--- src/rtl/ysyx_22040365_lsu_mem.sv ---
// Load/store unit memory stage: one outstanding access over a valid/ready
// request channel with a response timeout and load-result extension.
`timescale 1ns/1ps

package ysyx_22040365_pkg;
  localparam logic [7:0] INST_LB  = 8'h01;
  localparam logic [7:0] INST_LBU = 8'h02;
  localparam logic [7:0] INST_LH  = 8'h03;
  localparam logic [7:0] INST_LHU = 8'h04;
  localparam logic [7:0] INST_LW  = 8'h05;
  localparam logic [7:0] INST_LWU = 8'h06;
  localparam logic [7:0] INST_LD  = 8'h07;
  localparam logic [7:0] INST_SB  = 8'h08;
  localparam logic [7:0] INST_SH  = 8'h09;
  localparam logic [7:0] INST_SW  = 8'h0a;
  localparam logic [7:0] INST_SD  = 8'h0b;
endpackage

module ysyx_22040365_lsu_mem #(
  parameter int TIMEOUT_CYC = 255
) (
  input  logic        clk,
  input  logic        rst,
  input  logic        load_67,
  input  logic        store_67,
  input  logic [7:0]  inst_opcode_67,
  input  logic [63:0] ex_data_67,
  input  logic [63:0] store_data_67,
  input  logic [63:0] wmask_67,
  input  logic        rd_en_67,
  input  logic [4:0]  rd_addr_67,
  output logic        mem_req_valid,
  input  logic        mem_req_ready,
  output logic        mem_req_we,
  output logic [63:0] mem_req_addr,
  output logic [63:0] mem_req_wdata,
  output logic [7:0]  mem_req_wstrb,
  input  logic        mem_rsp_valid,
  input  logic [63:0] mem_rsp_rdata,
  output logic        lsu_stall,
  output logic        wb_valid,
  output logic        wb_rd_en,
  output logic [4:0]  wb_rd_addr,
  output logic [63:0] wb_data,
  output logic        lsu_err
);
  import ysyx_22040365_pkg::*;

  localparam int CB = $clog2(TIMEOUT_CYC + 1);
  localparam int CW = (CB > 8) ? CB : 8;
  localparam logic [CW-1:0] LIM = CW'(TIMEOUT_CYC - 1);

  typedef enum logic [1:0] {
    S_IDLE, S_REQ, S_WAIT, S_DONE
  } state_e;

  state_e state_q, state_d;
  logic [63:0] addr_q, addr_d;
  logic [63:0] wdata_q, wdata_d;
  logic [7:0]  wstrb_q, wstrb_d;
  logic [7:0]  op_q, op_d;
  logic        we_q, we_d;
  logic        rd_en_q, rd_en_d;
  logic [4:0]  rd_addr_q, rd_addr_d;
  logic [CW-1:0] cnt_q, cnt_d;
  logic [63:0] res_q, res_d;
  logic        err_q, err_d;
  logic [7:0]  strb;
  logic        unused_wmask;

  assign unused_wmask = ^wmask_67;

  always_comb begin
    strb = '0;
    for (int i = 0; i < 8; i++) strb[i] = wmask_67[8*i];
  end

  function automatic logic [63:0] extract(
    input logic [7:0]  op,
    input logic [2:0]  off,
    input logic [63:0] rd
  );
    logic [63:0] b, h, w;
    b = rd >> {off, 3'b000};
    h = rd >> {off[2:1], 4'b0000};
    w = rd >> {off[2], 5'b00000};
    case (op)
      INST_LB:  extract = {{56{b[7]}}, b[7:0]};
      INST_LBU: extract = {56'd0, b[7:0]};
      INST_LH:  extract = {{48{h[15]}}, h[15:0]};
      INST_LHU: extract = {48'd0, h[15:0]};
      INST_LW:  extract = {{32{w[31]}}, w[31:0]};
      INST_LWU: extract = {32'd0, w[31:0]};
      default:  extract = rd;
    endcase
  endfunction

  always_comb begin
    state_d   = state_q;
    addr_d    = addr_q;
    wdata_d   = wdata_q;
    wstrb_d   = wstrb_q;
    op_d      = op_q;
    we_d      = we_q;
    rd_en_d   = rd_en_q;
    rd_addr_d = rd_addr_q;
    cnt_d     = cnt_q;
    res_d     = res_q;
    err_d     = err_q;
    unique case (state_q)
      S_IDLE: begin
        if (load_67 | store_67) begin
          state_d   = S_REQ;
          addr_d    = ex_data_67;
          op_d      = inst_opcode_67;
          we_d      = ~load_67;
          wdata_d   = load_67 ? '0 : store_data_67;
          wstrb_d   = load_67 ? '0 : strb;
          rd_en_d   = rd_en_67;
          rd_addr_d = rd_addr_67;
        end
      end
      S_REQ: begin
        if (mem_req_ready) begin
          state_d = S_WAIT;
          cnt_d   = '0;
        end
      end
      S_WAIT: begin
        // A response on the final counted cycle still wins over the timeout
        if (mem_rsp_valid) begin
          state_d = S_DONE;
          err_d   = 1'b0;
          res_d   = we_q ? '0 : extract(op_q, addr_q[2:0], mem_rsp_rdata);
        end else if (cnt_q == LIM) begin
          state_d = S_DONE;
          err_d   = 1'b1;
          res_d   = '0;
        end else begin
          cnt_d = cnt_q + 1'b1;
        end
      end
      S_DONE: state_d = S_IDLE;
    endcase
  end

  always_ff @(posedge clk or posedge rst) begin
    if (rst) begin
      state_q   <= S_IDLE;
      addr_q    <= '0;
      wdata_q   <= '0;
      wstrb_q   <= '0;
      op_q      <= '0;
      we_q      <= 1'b0;
      rd_en_q   <= 1'b0;
      rd_addr_q <= '0;
      cnt_q     <= '0;
      res_q     <= '0;
      err_q     <= 1'b0;
    end else begin
      state_q   <= state_d;
      addr_q    <= addr_d;
      wdata_q   <= wdata_d;
      wstrb_q   <= wstrb_d;
      op_q      <= op_d;
      we_q      <= we_d;
      rd_en_q   <= rd_en_d;
      rd_addr_q <= rd_addr_d;
      cnt_q     <= cnt_d;
      res_q     <= res_d;
      err_q     <= err_d;
    end
  end

  logic in_req, in_done;
  assign in_req  = (state_q == S_REQ);
  assign in_done = (state_q == S_DONE);

  assign mem_req_valid = in_req;
  assign mem_req_we    = in_req & we_q;
  assign mem_req_addr  = in_req ? {addr_q[63:3], 3'b000} : '0;
  assign mem_req_wdata = in_req ? wdata_q : '0;
  assign mem_req_wstrb = in_req ? wstrb_q : '0;

  assign lsu_stall = (state_q == S_IDLE) ? (load_67 | store_67) :
                     (in_req | (state_q == S_WAIT));

  assign wb_valid   = in_done;
  assign wb_rd_en   = in_done & rd_en_q & ~we_q & ~err_q;
  assign wb_rd_addr = in_done ? rd_addr_q : '0;
  assign wb_data    = in_done ? res_q : '0;
  assign lsu_err    = in_done & err_q;

endmodule

--- config.mk ---
export PLATFORM = sky130hd
export DESIGN_NAME = ysyx_22040365_lsu_mem
export DESIGN_NICKNAME = d
export VERILOG_FILES = /design/src/rtl/ysyx_22040365_lsu_mem.sv
export SDC_FILE = /design/constraint.sdc
export NUM_CORES = 1
export LEC_CHECK = 0
export ABC_CLOCK_PERIOD_IN_PS = 10520
export BUFFER_PORTS_ARGS = -buffer_cell sky130_fd_sc_hd__buf_2
export CORE_AREA = 2 2 200 202
export CTS_BUF_LIST = sky130_fd_sc_hd__clkbuf_16
export DETAILED_ROUTE_END_ITERATION = 8
export DIE_AREA = 0 0 202 204
export GPL_TIMING_DRIVEN = 0
export SLEW_MARGIN = 10
export SYNTH_ARGS = -nofsm -noshare
export SYNTH_HDL_FRONTEND = slang
export SYNTH_SLANG_ARGS = --single-unit
--- constraint.sdc ---
create_clock -name clk -period 10.52 [get_ports clk]
set_input_delay 1.578 -clock clk [delete_from_list [all_inputs] [get_ports clk]]
set_output_delay 1.578 -clock clk [all_outputs]
set_load 0.005 [all_outputs]
### After elaboration in Yosys (flattened, before gate mapping)

Index checks and enable logic that the tools add are counted.

* register bits: 226
* bits of input ports: 276
* output and inout bits: 211
* word-level logic and storage cells: 70

* shift-type cells: 3
* add/subtract/negate cells: 1
* multiplexer cells: 23
* bitwise operators: 10
* reduce and logical (&&, ||, !) cells: 7
* eq/ne operators: 15

Operators by type and width (number)
* 2-to-1 mux 64 bit: 7
* one-hot mux 64 bit (6 select lines): 1
* >> shifter 64 x 6 -> 16 bit: 1
* >> shifter 64 x 6 -> 32 bit: 1
* >> shifter 64 x 6 -> 8 bit: 1
* 2-to-1 mux 8 bit: 5
* == test 8 x 3 -> 1 bit (second input constant): 3
* == test 8 x 2 -> 1 bit (second input constant): 2
* one-hot mux 8 bit (2 select lines): 1
* adder 8 x 1 -> 8 bit (second input constant): 1
* == test 8 x 1 -> 1 bit (second input constant): 1
* == test 8 bit (second input constant): 1
* 2-to-1 mux 2 bit: 4
* != test 2 bit (second input constant): 4
* one-hot mux 2 bit (4 select lines): 1
* bitwise AND 1 bit: 5
* 2-to-1 mux 5 bit: 1
* == test 2 bit (second input constant): 2
* AND reduction 2 bit: 2
* AND reduction 4 bit: 1
* nonzero test 2 bit: 2
* 2-to-1 mux 1 bit: 3
* != test 3 bit (second input constant): 1
* NOT 1 bit: 3
* 4 further kinds: 5

### Depth between registers and ports, before layout

Gate-level depths: netlist (run 1).

* depth after elaboration: 4
* depth in mapped cells: 9
* gate-level depth less buffers: 7

### Least setup slack after synthesis (run 1)

Ideal clock, no wire load.

* kind: in2out
* from: in load_67
* to: out lsu_stall
* arrival time: 1.828 ns
* required time: 8.942 ns
* stages on the path: 3
* path slack: 7.114 ns
* path buffers: 0
* cell sequence: nor2_1 nand2_1 o21a_1

* cells in the longest elaborated chain, start to end: 2

RTL lines
* start: declaration: line 24 `input logic load_67,`
* bitwise OR 1 bit: line 185 `assign lsu_stall = (state_q == S_IDLE) ? (load_67 | store_67) :`
* 2-to-1 mux 1 bit: line 185
* end: declaration: line 40 `output logic lsu_stall,`

No other way between the ends.

### Worst setup path in the final report (run 1)

* from: reg state_q[1]
* to: out mem_req_addr[3]

* cells in the longest elaborated chain, start to end: 2

RTL lines
* start: declaration: line 57 `state_e state_q, state_d;`
* start signal: assignment: line 161 `state_q <= state_d;`
* == test 2 x 1 -> 1 bit: line 176 `assign in_req = (state_q == S_REQ);`
* 2-to-1 mux 64 bit: line 181 `assign mem_req_addr = in_req ? {addr_q[63:3], 3'b000} : '0;`
* end: declaration: line 35 `output logic [63:0] mem_req_addr,`

No other way between the ends.

==> run summary, run 1 <==
The run finished with clean final reports. The pre-antenna-repair detailed-routing pass consisted of 5 iterations. Per report_power, the clock group accounts for 20.7% of the total. Setup violations remaining at the end of the flow were counted as 0. The smallest clock period supported by the final layout is computed as 4.77 ns.

Setup repair after global routing left no endpoint under its margin. Summing the areas of all and, or, nand and nor instances in the mapped netlist gives 24.9% of the synthesized area. For this run, the leading register cell type out of synthesis is sky130_fd_sc_hd__dfrtp_1. The first global-routing pass estimated 69.3 mm of wire. The combined area of all synthesized cells was 12300 µm². The fraction of post-synthesis cell area in the top cell type by area came out at 45.8%.

Share of final-layout standard cells stronger than drive strength 1: 36.1%. The synthesized design spends more area on one cell type than any other, namely sky130_fd_sc_hd__dfrtp_1. The tree is rooted in a sky130_fd_sc_hd__clkbuf_16. Data on the critical path arrives at its endpoint at 3.19 ns. The min-delay analysis places its worst path in the category flop to flop. Buffers inserted during clock tree synthesis total 28. In the global route stage, overall resource usage came out at 21.7%. The routed wirelength normalized by instance count is 19.8 µm, and the count of max-cap constraint violations is 0. The worst setup path is captured at a primary output.

Summed over all nets, the half-perimeter wirelength after detailed placement is 35.5 mm. Post-CTS timing repair inserted 0 buffers for setup. The maximum VDD drop is 137 µV, and the worst max-slew margin expressed relative to the limit is 26.1%. Counting along the longest clock path gives a buffer depth of 3. For the initial antenna violation count, the log shows 5.

Across the routed clock network, the largest skew measured is 0.0203 ns. After clock tree synthesis, the clock-pin slew on the worst setup and hold paths is 0.06 ns. Once the floorplan was initialized, standard cells occupied 31.5% of the core. The number of synthesized flops with an enable pin is 0. Cell repeated most along the worst path: sky130_fd_sc_hd__clkbuf_1.

On the final layout, the worst hold slack is 0.465 ns. For this design the static power due to leakage is 7.96 nW. The average footprint of a synthesized cell was 9.53 µm².

The H-tree depth reported by CTS came out at 1. Sequential elements use 45.8% of the synthesized area. The congestion estimate from routability-driven global placement came to 0.913. The largest fanout on the critical path works out to 10. Final cell utilization of the core: 41.0%. For this design the ratio of total power to cell area is 273 nW/µm².

The largest individual stage delay along the critical path comes from the cell sky130_fd_sc_hd__clkbuf_1. Sequential fraction of design power: 34.3%. The cell with the most instances after synthesis was sky130_fd_sc_hd__dfrtp_1. Entering global routing, the biggest net connects 112 pins.

Required time reported for the critical path endpoint: 8.94 ns. The number of hold buffers added after CTS was 0. For this block, the initial DRC count from the detailed router was 513. At the pin with the least slew margin, the transition time is 1.10 ns. Counting both buffers and inverters, the worst setup path holds a total of 5. Net switching is 39.8% of the power. The number of gates resized after CTS was 0. The power dissipated by switching net loads is 1.75 mW. The synthesized netlist devotes 0.791% of its cell area to adder and majority cells. Measured against the total synthesized area, the mux share comes to 11.6%. After synthesis, the largest family of logic cells by area is simple AND/OR/NAND/NOR gates. In this run the count of I/O pins placed on the die edge is 487. The core region is 39200 µm².

The logs give 226 for the count of clock tree sinks and 210 MHz for the fmax. The post-placement worst setup slack was 6.16 ns. The tools report the total number of nets in the final design as 2039. The type of element launching the critical path is a flop.

The number of vias per cell after detailed routing was 4.92. Synthesis produced 1295 cells. The synthesized netlist devotes 12.6% of its cell area to compound gates. The height of the chip was 204 µm.

The critical path is of the flop to primary output type. The run gives 69 as the count of distinct cell types in the synthesized netlist. The tools report the internal power component as 2.64 mW. After synthesis, the share of flip-flops with an asynchronous set or reset is 100%. The tools report the worst path setup slack after routing as 5.75 ns.

The floorplan step defined a die boundary enclosing 41200 µm². The signal on the critical path passes through inv_1 -> ha_1 -> clkbuf_1 -> clkbuf_1 -> clkbuf_1 -> and2_1 -> buf_2. The overflow left after global routing was 0; the count of buffers from port buffering was 427. The number of nets still failing antenna checks after routing came out at 0. For the worst-skew pair, the clock arrives at the later sink with an insertion delay of 0.57 ns. Cell family contributing the most delay on the critical path: buffers and inverters. Counting instances in the post-synthesis netlist gives the leading cell types as 226 x sky130_fd_sc_hd__dfrtp_1, 207 x sky130_fd_sc_hd__and2_1, 148 x sky130_fd_sc_hd__nand2_1. From synthesis to final layout, the design area changed by 30.2%. The tools report the cell row count as 73.

The DRC violation count after routing was 0; the total number of vias was 11400. Via count of the first global-routing pass: 11500. The die outline width is 202 µm. Summing internal, switching and leakage power gives 4.38 mW. The share of the synthesized netlist area taken by xor and xnor gates is 0.142%, and the number of endpoints with negative hold slack in the final report is 0.

The final layout contains routed wiring with a total length of 45.7 mm. Ranked by total cell area, the synthesized netlist is headed by sky130_fd_sc_hd__dfrtp_1 46%, sky130_fd_sc_hd__and2_1 10%, sky130_fd_sc_hd__mux2_2 8.4%. For the max-slew violation count, the log shows 0. Counting flops and latches in the post-synthesis netlist gives 226. For this run, the number of Yosys warnings is 0. The post-route fraction of the period consumed by the critical path came out at 45.3%. TritonCTS built the clock tree.

Combinational logic is responsible for 45.0% of the overall power. The biggest cell delay along the critical path came out at 0.61 ns.
-- cells in the final DEF, fill, tap and decap left out, types with 4 or more instances in the layout --
| master | instances |
|---|---|
| sky130_fd_sc_hd__o21ai_1 | 26 |
| sky130_fd_sc_hd__ha_1 | 7 |
| sky130_fd_sc_hd__a211oi_1 | 9 |
| sky130_fd_sc_hd__clkbuf_1 | 59 |
| sky130_fd_sc_hd__clkinv_2 | 6 |
| sky130_fd_sc_hd__nor3_1 | 19 |
| sky130_fd_sc_hd__mux2_2 | 92 |
| sky130_fd_sc_hd__nor2b_1 | 8 |
| sky130_fd_sc_hd__nand3_1 | 7 |
| sky130_fd_sc_hd__o32ai_1 | 6 |
| sky130_fd_sc_hd__inv_1 | 23 |
| sky130_fd_sc_hd__and2_1 | 207 |
| sky130_fd_sc_hd__and3_1 | 5 |
| sky130_fd_sc_hd__nand2_1 | 148 |
| sky130_fd_sc_hd__o21ai_2 | 30 |
| sky130_fd_sc_hd__mux2i_1 | 31 |
| sky130_fd_sc_hd__buf_2 | 455 |
| sky130_fd_sc_hd__nor2_1 | 70 |
| sky130_fd_sc_hd__nand4_1 | 10 |
| sky130_fd_sc_hd__nand2b_1 | 76 |
| sky130_fd_sc_hd__a22oi_1 | 14 |
| sky130_fd_sc_hd__a221oi_1 | 4 |
| sky130_fd_sc_hd__a21oi_1 | 11 |
| sky130_fd_sc_hd__buf_4 | 4 |
| sky130_fd_sc_hd__o21ai_0 | 115 |
| sky130_fd_sc_hd__clkbuf_16 | 28 |
| sky130_fd_sc_hd__dfrtp_1 | 226 |
-- layout make-up --
type	instances	area (µm²)
well taps	525	657
multi-input cells	959	6200
inverters	15	63.8
flip-flops and latches	226	5660
fillers	3987	23100
repair buffers	429	2190
diodes	3	7.51
plain buffers	97	437
clock inverters	24	154
clock buffers	28	701
-- flip-flops by register name, summed over array words and instances, names as in the netlist, 2 cells and up --
| signal | cells |
|---|---|
| addr_q | 64 |
| cnt_q | 8 |
| op_q | 8 |
| rd_addr_q | 5 |
| res_q | 64 |
| state_q | 2 |
| wdata_q | 64 |
| wstrb_q | 8 |
-- power by group through the flow --
stage          logic, mW  clock network (mW)  registers, mW
2_1_floorplan       1.29                   0           1.44
3_3_place_gp        1.96                   0           1.50
6_report            1.97               0.906           1.50
3_5_place_dp        1.99                   0           1.51
4_1_cts             1.99               0.937           1.50
5_1_grt             2.18               0.968           1.56
-- stage by stage --
stage / setup TNS, ns / cells / cell area (µm²)
2_1_floorplan: 0 / 1297 / 12300
3_3_place_gp: -69.42 / 2249 / 15100
3_5_place_dp: 0 / 2251 / 15200
4_1_cts: 0 / 2303 / 16100
5_1_grt: 0 / 2303 / 16100
6_report: 0 / 2306 / 16100
-- tightest hold or removal path, cell delays in order (launching register included) --
cell	delay (ns)
sky130_fd_sc_hd__dfrtp_1	0.33
sky130_fd_sc_hd__nand2_1	0.04
sky130_fd_sc_hd__o21ai_0	0.06
-- worst paths after layout --
kind                             startpoint               to  slack, ns  cells past startpoint
worst min register to register  wdata_q[50]      wdata_q[50]       0.47                      2
max in group asynchronous               rst        addr_q[1]       8.79                      3
worst max register to register   state_q[0]       wdata_q[8]       7.51                      8
worst min-delay path            wdata_q[50]      wdata_q[50]       0.47                      2
worst max-delay path             state_q[1]  mem_req_addr[3]       5.75                      7
min in group asynchronous               rst             we_q       0.91                      2
-- kinds of logic after synthesis --
| kind of cell | after synthesis |
|---|---|
| simple gates | 573 |
| compound gates | 245 |
| flops | 226 |
| mux | 128 |
| buf+inv | 112 |
| fa+ha+maj | 8 |
| xor+xnor | 2 |
| other cells | 1 |
-- layer usage --
layer	GRT usage (%)	wire, µm	up-vias
met5	0	26	-
met4	6.75	1540	4
met3	5.76	3750	86
met2	37.6	22200	447
met1	26.4	18300	5494
li1	-	-	5323
No activity file was read; power rests on OpenSTA's default activity.
==> run 2, diff against run 1 <==
Settings changed: ABC_CLOCK_PERIOD_IN_PS 10520 to 4500.
Clock period 10.52 ns to 4.5 ns, I/O delays scaled along.
==> run 2 against run 1 <==
Count of clock-buffer cells in the layout fell by 1. Sequential power rose by 130%. Power rose by 130%. Clock power rose by 140%. Clock skew barely moved. Setup slack got worse by 5.1 ns. Design area rose by 0.41%. Global-route usage fell by 0.10 points. Flip-flop and latch count did not move. Combinational power rose by 130%. Utilization rose by 0.17 points. Cell count barely moved.
==> run summary, run 2 (same netlist as run 1, synthesis figures left out) <==
The flow ran to the end, and the final reports show no timing, DRC or antenna violations. The number of endpoints with negative hold slack in the final report came out at 0 (unchanged). The routed wirelength normalized by instance count is 19.7 µm (was 19.8 µm), and the overall track demand over capacity in global routing is 21.6% (was 21.7%). The clock-pin slew on the worst setup and hold paths is 0.06 ns (about the same). The required time reported for the critical path endpoint was 3.83 ns (was 8.94 ns); the post-synthesis to final-layout area growth was 30.7% (was 30.2%). The run gives 226 (unchanged) as the count of clock tree sinks. The number of nets still failing antenna checks after routing is 0 (unchanged). The logs give 25.1% (was 26.1%) for the worst max-slew margin expressed relative to the limit and 3 (unchanged) for the maximum count of clock buffers along a single path.

The run gives 0.956 ns (was 6.16 ns) as the post-placement worst setup slack. Share of final-layout standard cells stronger than drive strength 1: 35.9% (was 36.1%). The final-layout fill cell count came out at 3971 (was 3987).

The number of setup violations in the final report came out at 0 (unchanged). The number of search-and-repair iterations in the first detailed-routing pass is 5 (unchanged), and the slew at the pin with the worst max-slew slack is 1.12 ns (was 1.10 ns). Area of the core region: 39200 µm² (unchanged). The total number of vias was 11400 (about the same); the buffer count from post-CTS setup fixing was 0 (unchanged). Setup repair after global routing left no endpoint under its margin. Quantity of hold-fixing buffers added after cts: 0 (unchanged). The largest fanout on the critical path works out to 10 (unchanged).

The tools report the number of gates resized after CTS as 0 (unchanged). The tools report the root buffer cell as sky130_fd_sc_hd__clkbuf_16 (unchanged). Most common library cell in the layout ignoring fill and taps: sky130_fd_sc_hd__buf_2 (unchanged).

The worst path setup slack after routing is 0.663 ns (was 5.75 ns), and the die outline width is 202 µm (unchanged). The H-tree depth reported by CTS was 1 (unchanged); the clock period minus final worst setup slack was 3.84 ns. The maximum number of pins on one net before global-route repair is 36 (was 112), and the power density relative to cell area is 636 nW/µm² (was 273 nW/µm²). The category of the worst setup path capture point is a primary output (unchanged). The total number of nets in the final design is 2043 (was 2039).

The final cell utilization of the core is 41.2% (was 41.0%). The run gives 0.57 ns (about the same) as the clock latency at the later pin of the worst-skew pair. Biggest regs: addr_q: 64 flops, res_q: 64 flops, wdata_q: 64 flops (unchanged). DRC violation count after routing: 0 (unchanged).

Type of element launching the critical path: a flop (unchanged). The tools report the design area as 16100 µm² (about the same). The starting DRC count in detailed routing was 493 (was 513); the max-slew violation count was 0 (unchanged). The initial antenna violation count is 4 (was 5). TritonCTS built the clock tree. Kind of path behind the tightest hold check: primary input to asynchronous set/reset pin (was flop to flop). The run gives 487 (unchanged) as the I/O pin total.

Wire length after detailed routing: 45.5 mm (was 45.7 mm). Critical path start-end classification: flop to primary output (unchanged). The count of buffers from port buffering works out to 427 (unchanged).

The logs give 41200 µm² (unchanged) for the die area and 396 µV (was 137 µV) for the maximum VDD drop. The routability congestion estimate was 0.912 (was 0.913). The worst setup skew after layout was 0.0199 ns (was 0.0203 ns); the number of vias per cell after detailed routing was 4.92 (about the same). Of the available clock period, the critical path in the final layout requires 85.3%.

The total CTS buffers is 27 (was 28), and the arrival time of the worst setup path is 3.16 ns (was 3.19 ns). The fmax was 261 MHz. Cell row count: 73 (unchanged). The height of the chip is 204 µm (unchanged), and the cell area after placement is 15300 µm² (was 15200 µm²). The starting density of the core is 31.5% (unchanged). The overflow left after global routing is 0 (unchanged). Most frequent cells in the layout: 455 x sky130_fd_sc_hd__buf_2, 226 x sky130_fd_sc_hd__dfrtp_1, 207 x sky130_fd_sc_hd__and2_1, 148 x sky130_fd_sc_hd__nand2_1, 115 x sky130_fd_sc_hd__o21ai_0 (unchanged). The wire length of the first global-routing pass is 69.2 mm (was 69.3 mm). The run gives 7.97 nW (was 7.96 nW) as the leakage component of the power.

The half-perimeter wire length after placement came out at 35.8 mm (was 35.5 mm). The via count of the first global-routing pass was 11700 (was 11500); the count of max-cap constraint violations was 0 (unchanged).
run 2: changes by cell type in the layout (fill, tap and decap cells not counted), sizes merged:
cell	change
buf	+5
clkinv	-2
inv	-2
bufinv	+1
clkbuf	-1
clkinvlp	+1
run 2: critical path, cell delays in order, from the launching register on:
cell,delay (ns)
sky130_fd_sc_hd__dfrtp_1,0.41
sky130_fd_sc_hd__inv_1,0.10
sky130_fd_sc_hd__ha_1,0.17
sky130_fd_sc_hd__clkbuf_1,0.36
sky130_fd_sc_hd__clkbuf_1,0.63
sky130_fd_sc_hd__clkbuf_1,0.57
sky130_fd_sc_hd__and2_1,0.22
sky130_fd_sc_hd__buf_2,0.14
run 2: worst paths after layout:
check	from	to	slack, ns	cells after the start
worst max-delay path	state_q[1]	mem_req_addr[3]	0.66	7
worst min-delay path	rst	addr_q[37]	0.18	2
worst max register to register	state_q[0]	wdata_q[7]	1.35	8
worst min register to register	wdata_q[12]	wdata_q[12]	0.47	2
max in group asynchronous	rst	wdata_q[49]	3.27	5
min in group clk	ex_data_67[56]	addr_q[56]	0.33	2
run 2: power by group:
| group | switching (mW) | leakage (nW) | internal (mW) | total, mW |
|---|---|---|---|---|
| sequential | 0.516 | 2.84 | 3.00 | 3.52 |
| clock | 0.927 | 0.430 | 1.20 | 2.13 |
| combinational | 2.63 | 4.70 | 1.98 | 4.62 |
| total | 4.08 | 7.97 | 6.19 | 10.3 |
run 2: through the flow:
step	power, mW	TNS (ns)	hold WS [ns]	instances
2_1_floorplan	6.37	0	0.442	1297
3_3_place_gp	8.07	-166.98	0.454	2249
3_5_place_dp	8.18	0	0.458	2256
4_1_cts	10.4	0	0.180	2305
5_1_grt	11.0	0	0.203	2307
6_report	10.3	0	0.185	2308
run 2: layout make-up:
type | count | area (µm²) | share of cell area [%]
Clock inverter | 22 | 164 | 1.02
Multi-Input combinational cell | 959 | 6200 | 38.4
Sequential cell | 226 | 5660 | 35.1
Inverter | 15 | 60.1 | 0.372
Clock buffer | 27 | 676 | 4.19
Antenna cell | 3 | 7.51 | 0.0465
Tap cell | 525 | 657 | 4.07
Timing Repair Buffer | 434 | 2280 | 14.1
Buffer | 97 | 437 | 2.71
run 2: per-layer routing:
layer / routed length, µm / part of all wire [%] / vias up / global-route usage (%)
met2: 22100 / 49 / 450 / 37.8
met1: 18400 / 41 / 5491 / 26.1
met4: 1540 / 3.4 / 2 / 6.78
li1: - / - / 5334 / -
met5: 13 / 0.029 / - / 0
met3: 3410 / 7.5 / 78 / 5.50
==> run 3, diff against run 2 <==
Settings changed: GPL_TIMING_DRIVEN 0 to 1.
==> run 3 against run 2 <==
Register-to-register slack improved by 0.27 ns. Critical path depth fell by 2. Maximum frequency rose by 16%. Die area stayed put. Sequential power increased by 5%. Non-clock buffer count shrank 90. Largest cell class unchanged. Highest routed layer unchanged. Combinational power is 12% lower. Critical endpoint is now mem_req_addr[44]. Design area decreased by 1.9%. Critical path type unchanged. Sequential share of layout area rose by 0.70 points. Utilization fell by 0.80 points.
==> run summary, run 3 (same netlist as run 1, synthesis figures left out) <==
The routability congestion estimate came out at 0.868 (was 0.912). For the maximum number of pins on one net before global-route repair, the log shows 187 (was 36). The starting DRC count in detailed routing was 506 (was 493). The critical path start-end classification was flop to primary output (unchanged).

The logs give 0 (unchanged) for the number of gates resized after CTS and 2.62 ns (was 3.16 ns) for the arrival time of the worst setup path. The final cell utilization of the core was 40.4% (was 41.2%). The share of final-layout standard cells stronger than drive strength 1 is 36.9% (was 35.9%).

The largest fanout on the critical path is 107 (was 10). Setup repair after global routing left no endpoint under its margin. TritonCTS built the clock tree. The type of element launching the critical path was a flop (unchanged). The leakage component of the power is 7.81 nW (was 7.97 nW). The tools report the number of setup violations in the final report as 0 (unchanged). Kind of path behind the tightest hold check: primary input to asynchronous set/reset pin (unchanged).

The post-route total power was 10.0 mW (was 10.3 mW); the max-slew violation count was 0 (unchanged). The worst setup skew after layout came out at 0.00880 ns (was 0.0199 ns). Biggest regs: addr_q: 64 flops, res_q: 64 flops, wdata_q: 64 flops (unchanged). The half-perimeter wire length after placement is 28.9 mm (was 35.8 mm).

The via count of the first global-routing pass is 11000 (was 11700). The tools report the total number of vias as 10800 (was 11400). The number of endpoints with negative hold slack in the final report is 0 (unchanged), and the area of the core region is 39200 µm² (unchanged). The number of nets still failing antenna checks after routing is 0 (unchanged), and the count of clock tree sinks is 226 (unchanged). The clock latency at the later pin of the worst-skew pair came out at 0.55 ns (was 0.57 ns). The logs give 1 (unchanged) for the H-tree depth reported by CTS and 303 MHz (was 261 MHz) for the fmax. The tools report the category of the worst setup path capture point as a primary output (unchanged). The count of buffers from port buffering was 427 (unchanged); the cell depth of the worst flop-to-flop path was 6 (was 8). The run gives 62.0 mm (was 69.2 mm) as the wire length of the first global-routing pass. The cell row count came out at 73 (unchanged). Worst max-slew margin expressed relative to the limit: 18.8% (was 25.1%). The starting density of the core is 31.5% (unchanged), and the I/O pin total is 487 (unchanged). The routed wirelength normalized by instance count is 18.0 µm (was 19.7 µm). The quantity of hold-fixing buffers added after cts came out at 0 (unchanged). The die area is 41200 µm² (unchanged), and the overall track demand over capacity in global routing is 18.9% (was 21.6%).

The height of the chip was 204 µm (unchanged); the post-synthesis to final-layout area growth was 28.2% (was 30.7%). The flow ran to the end, and the final reports show no timing, DRC or antenna violations. The maximum VDD drop was 364 µV (was 396 µV). The logs give 0 (unchanged) for the overflow left after global routing and 1954 (was 2043) for the total number of nets in the final design.

Root buffer cell: sky130_fd_sc_hd__clkbuf_16 (unchanged). The required time reported for the critical path endpoint was 3.83 ns (about the same). The power density relative to cell area came out at 635 nW/µm² (was 636 nW/µm²). The logs give 0 ns (unchanged) for the summed negative setup slack over all endpoints and 40.1 mm (was 45.5 mm) for the wire length after detailed routing. The number of vias per cell after detailed routing came out at 4.85 (was 4.92).

The clock-pin slew on the worst setup and hold paths is 0.06 ns (about the same). The most common library cell in the layout ignoring fill and taps is sky130_fd_sc_hd__buf_2 (unchanged). DRC violation count after routing: 0 (unchanged). Clock period minus final worst setup slack: 3.30 ns (was 3.84 ns). The run gives 0 (unchanged) as the count of max-cap constraint violations.

The die outline width is 202 µm (unchanged). The tools report the initial antenna violation count as 5 (was 4). The total CTS buffers is 28 (was 27), and the slew at the pin with the worst max-slew slack is 1.21 ns (was 1.12 ns). Maximum count of clock buffers along a single path: 3 (unchanged).

The post-route fraction of the period consumed by the critical path was 73.3% (was 85.3%). Most frequent cells in the layout: 427 x sky130_fd_sc_hd__buf_2, 225 x sky130_fd_sc_hd__dfrtp_1, 207 x sky130_fd_sc_hd__and2_1, 148 x sky130_fd_sc_hd__nand2_1, 115 x sky130_fd_sc_hd__o21ai_0 (was 455 x sky130_fd_sc_hd__buf_2, 226 x sky130_fd_sc_hd__dfrtp_1, 207 x sky130_fd_sc_hd__and2_1, 148 x sky130_fd_sc_hd__nand2_1, 115 x sky130_fd_sc_hd__o21ai_0). The buffer count from post-CTS setup fixing came out at 0 (unchanged).

The number of search-and-repair iterations in the first detailed-routing pass is 5 (unchanged).
run 3: changes by cell type in the layout (fill, tap and decap cells not counted), moves of 3 or more:
cell and delta:
sky130_fd_sc_hd__clkbuf_1 -59, sky130_fd_sc_hd__clkinv_1 -4, sky130_fd_sc_hd__buf_2 -28, sky130_fd_sc_hd__buf_12 -5
sky130_fd_sc_hd__clkinv_2 +5, sky130_fd_sc_hd__buf_4 +8, sky130_fd_sc_hd__buf_1 -3, sky130_fd_sc_hd__buf_6 -3
run 3: area by class of cell:
type / instances / area [µm²]
inverters: 15 / 60.1
repair buffers: 441 / 2270
multi-input cells: 959 / 6230
diodes: 5 / 12.5
clock inverters: 22 / 206
flip-flops and latches: 226 / 5660
clock buffers: 29 / 726
well taps: 525 / 657
fillers: 3966 / 23400
run 3: metrics by stage:
step | worst slack (ns) | area, µm² | cells | hold WS, ns
final | 1.20 | 15800 | 2222 | 0.0748
after global routing | 0.938 | 15800 | 2221 | 0.0738
after CTS | 1.12 | 15800 | 2217 | 0.0497
after detailed placement | 1.66 | 14900 | 2166 | 0.459
after global placement | 1.70 | 14900 | 2166 | 0.453
after floorplan | 0.873 | 12400 | 1297 | 0.442
run 3: critical path, stage by stage, from the launching register on:
cell and delay, ns:
sky130_fd_sc_hd__dfrtp_1 0.41, sky130_fd_sc_hd__inv_1 0.14, sky130_fd_sc_hd__ha_4 0.73, sky130_fd_sc_hd__buf_4 0.39, sky130_fd_sc_hd__and2_1 0.17, sky130_fd_sc_hd__buf_2 0.12
run 3: path summary, 6_finish.rpt:
check	to	startpoint	slack (ns)
max in group asynchronous	addr_q[2]	rst	3.41
min in group clk	addr_q[30]	ex_data_67[30]	0.36
max	mem_req_addr[44]	state_q[1]	1.20
min reg2reg	wdata_q[57]	wdata_q[57]	0.47
min	addr_q[28]	rst	0.07
max reg2reg	res_q[29]	op_q[2]	1.62
run 3: power by group:
group | switching [mW] | internal (mW) | total (mW)
clock network | 0.911 | 1.39 | 2.30
logic | 2.17 | 1.88 | 4.05
registers | 0.701 | 3.00 | 3.70
total | 3.78 | 6.27 | 10.0
run 3: layer usage:
metal  global-route usage (%)  part of all wire (%)  up-vias
met4                     8.01                   4.0        2
met5                        0                 0.032        -
met1                     23.5                    41     5128
li1                         -                     -     5150
met2                     30.7                    46      417
met3                     5.52                   8.7       87
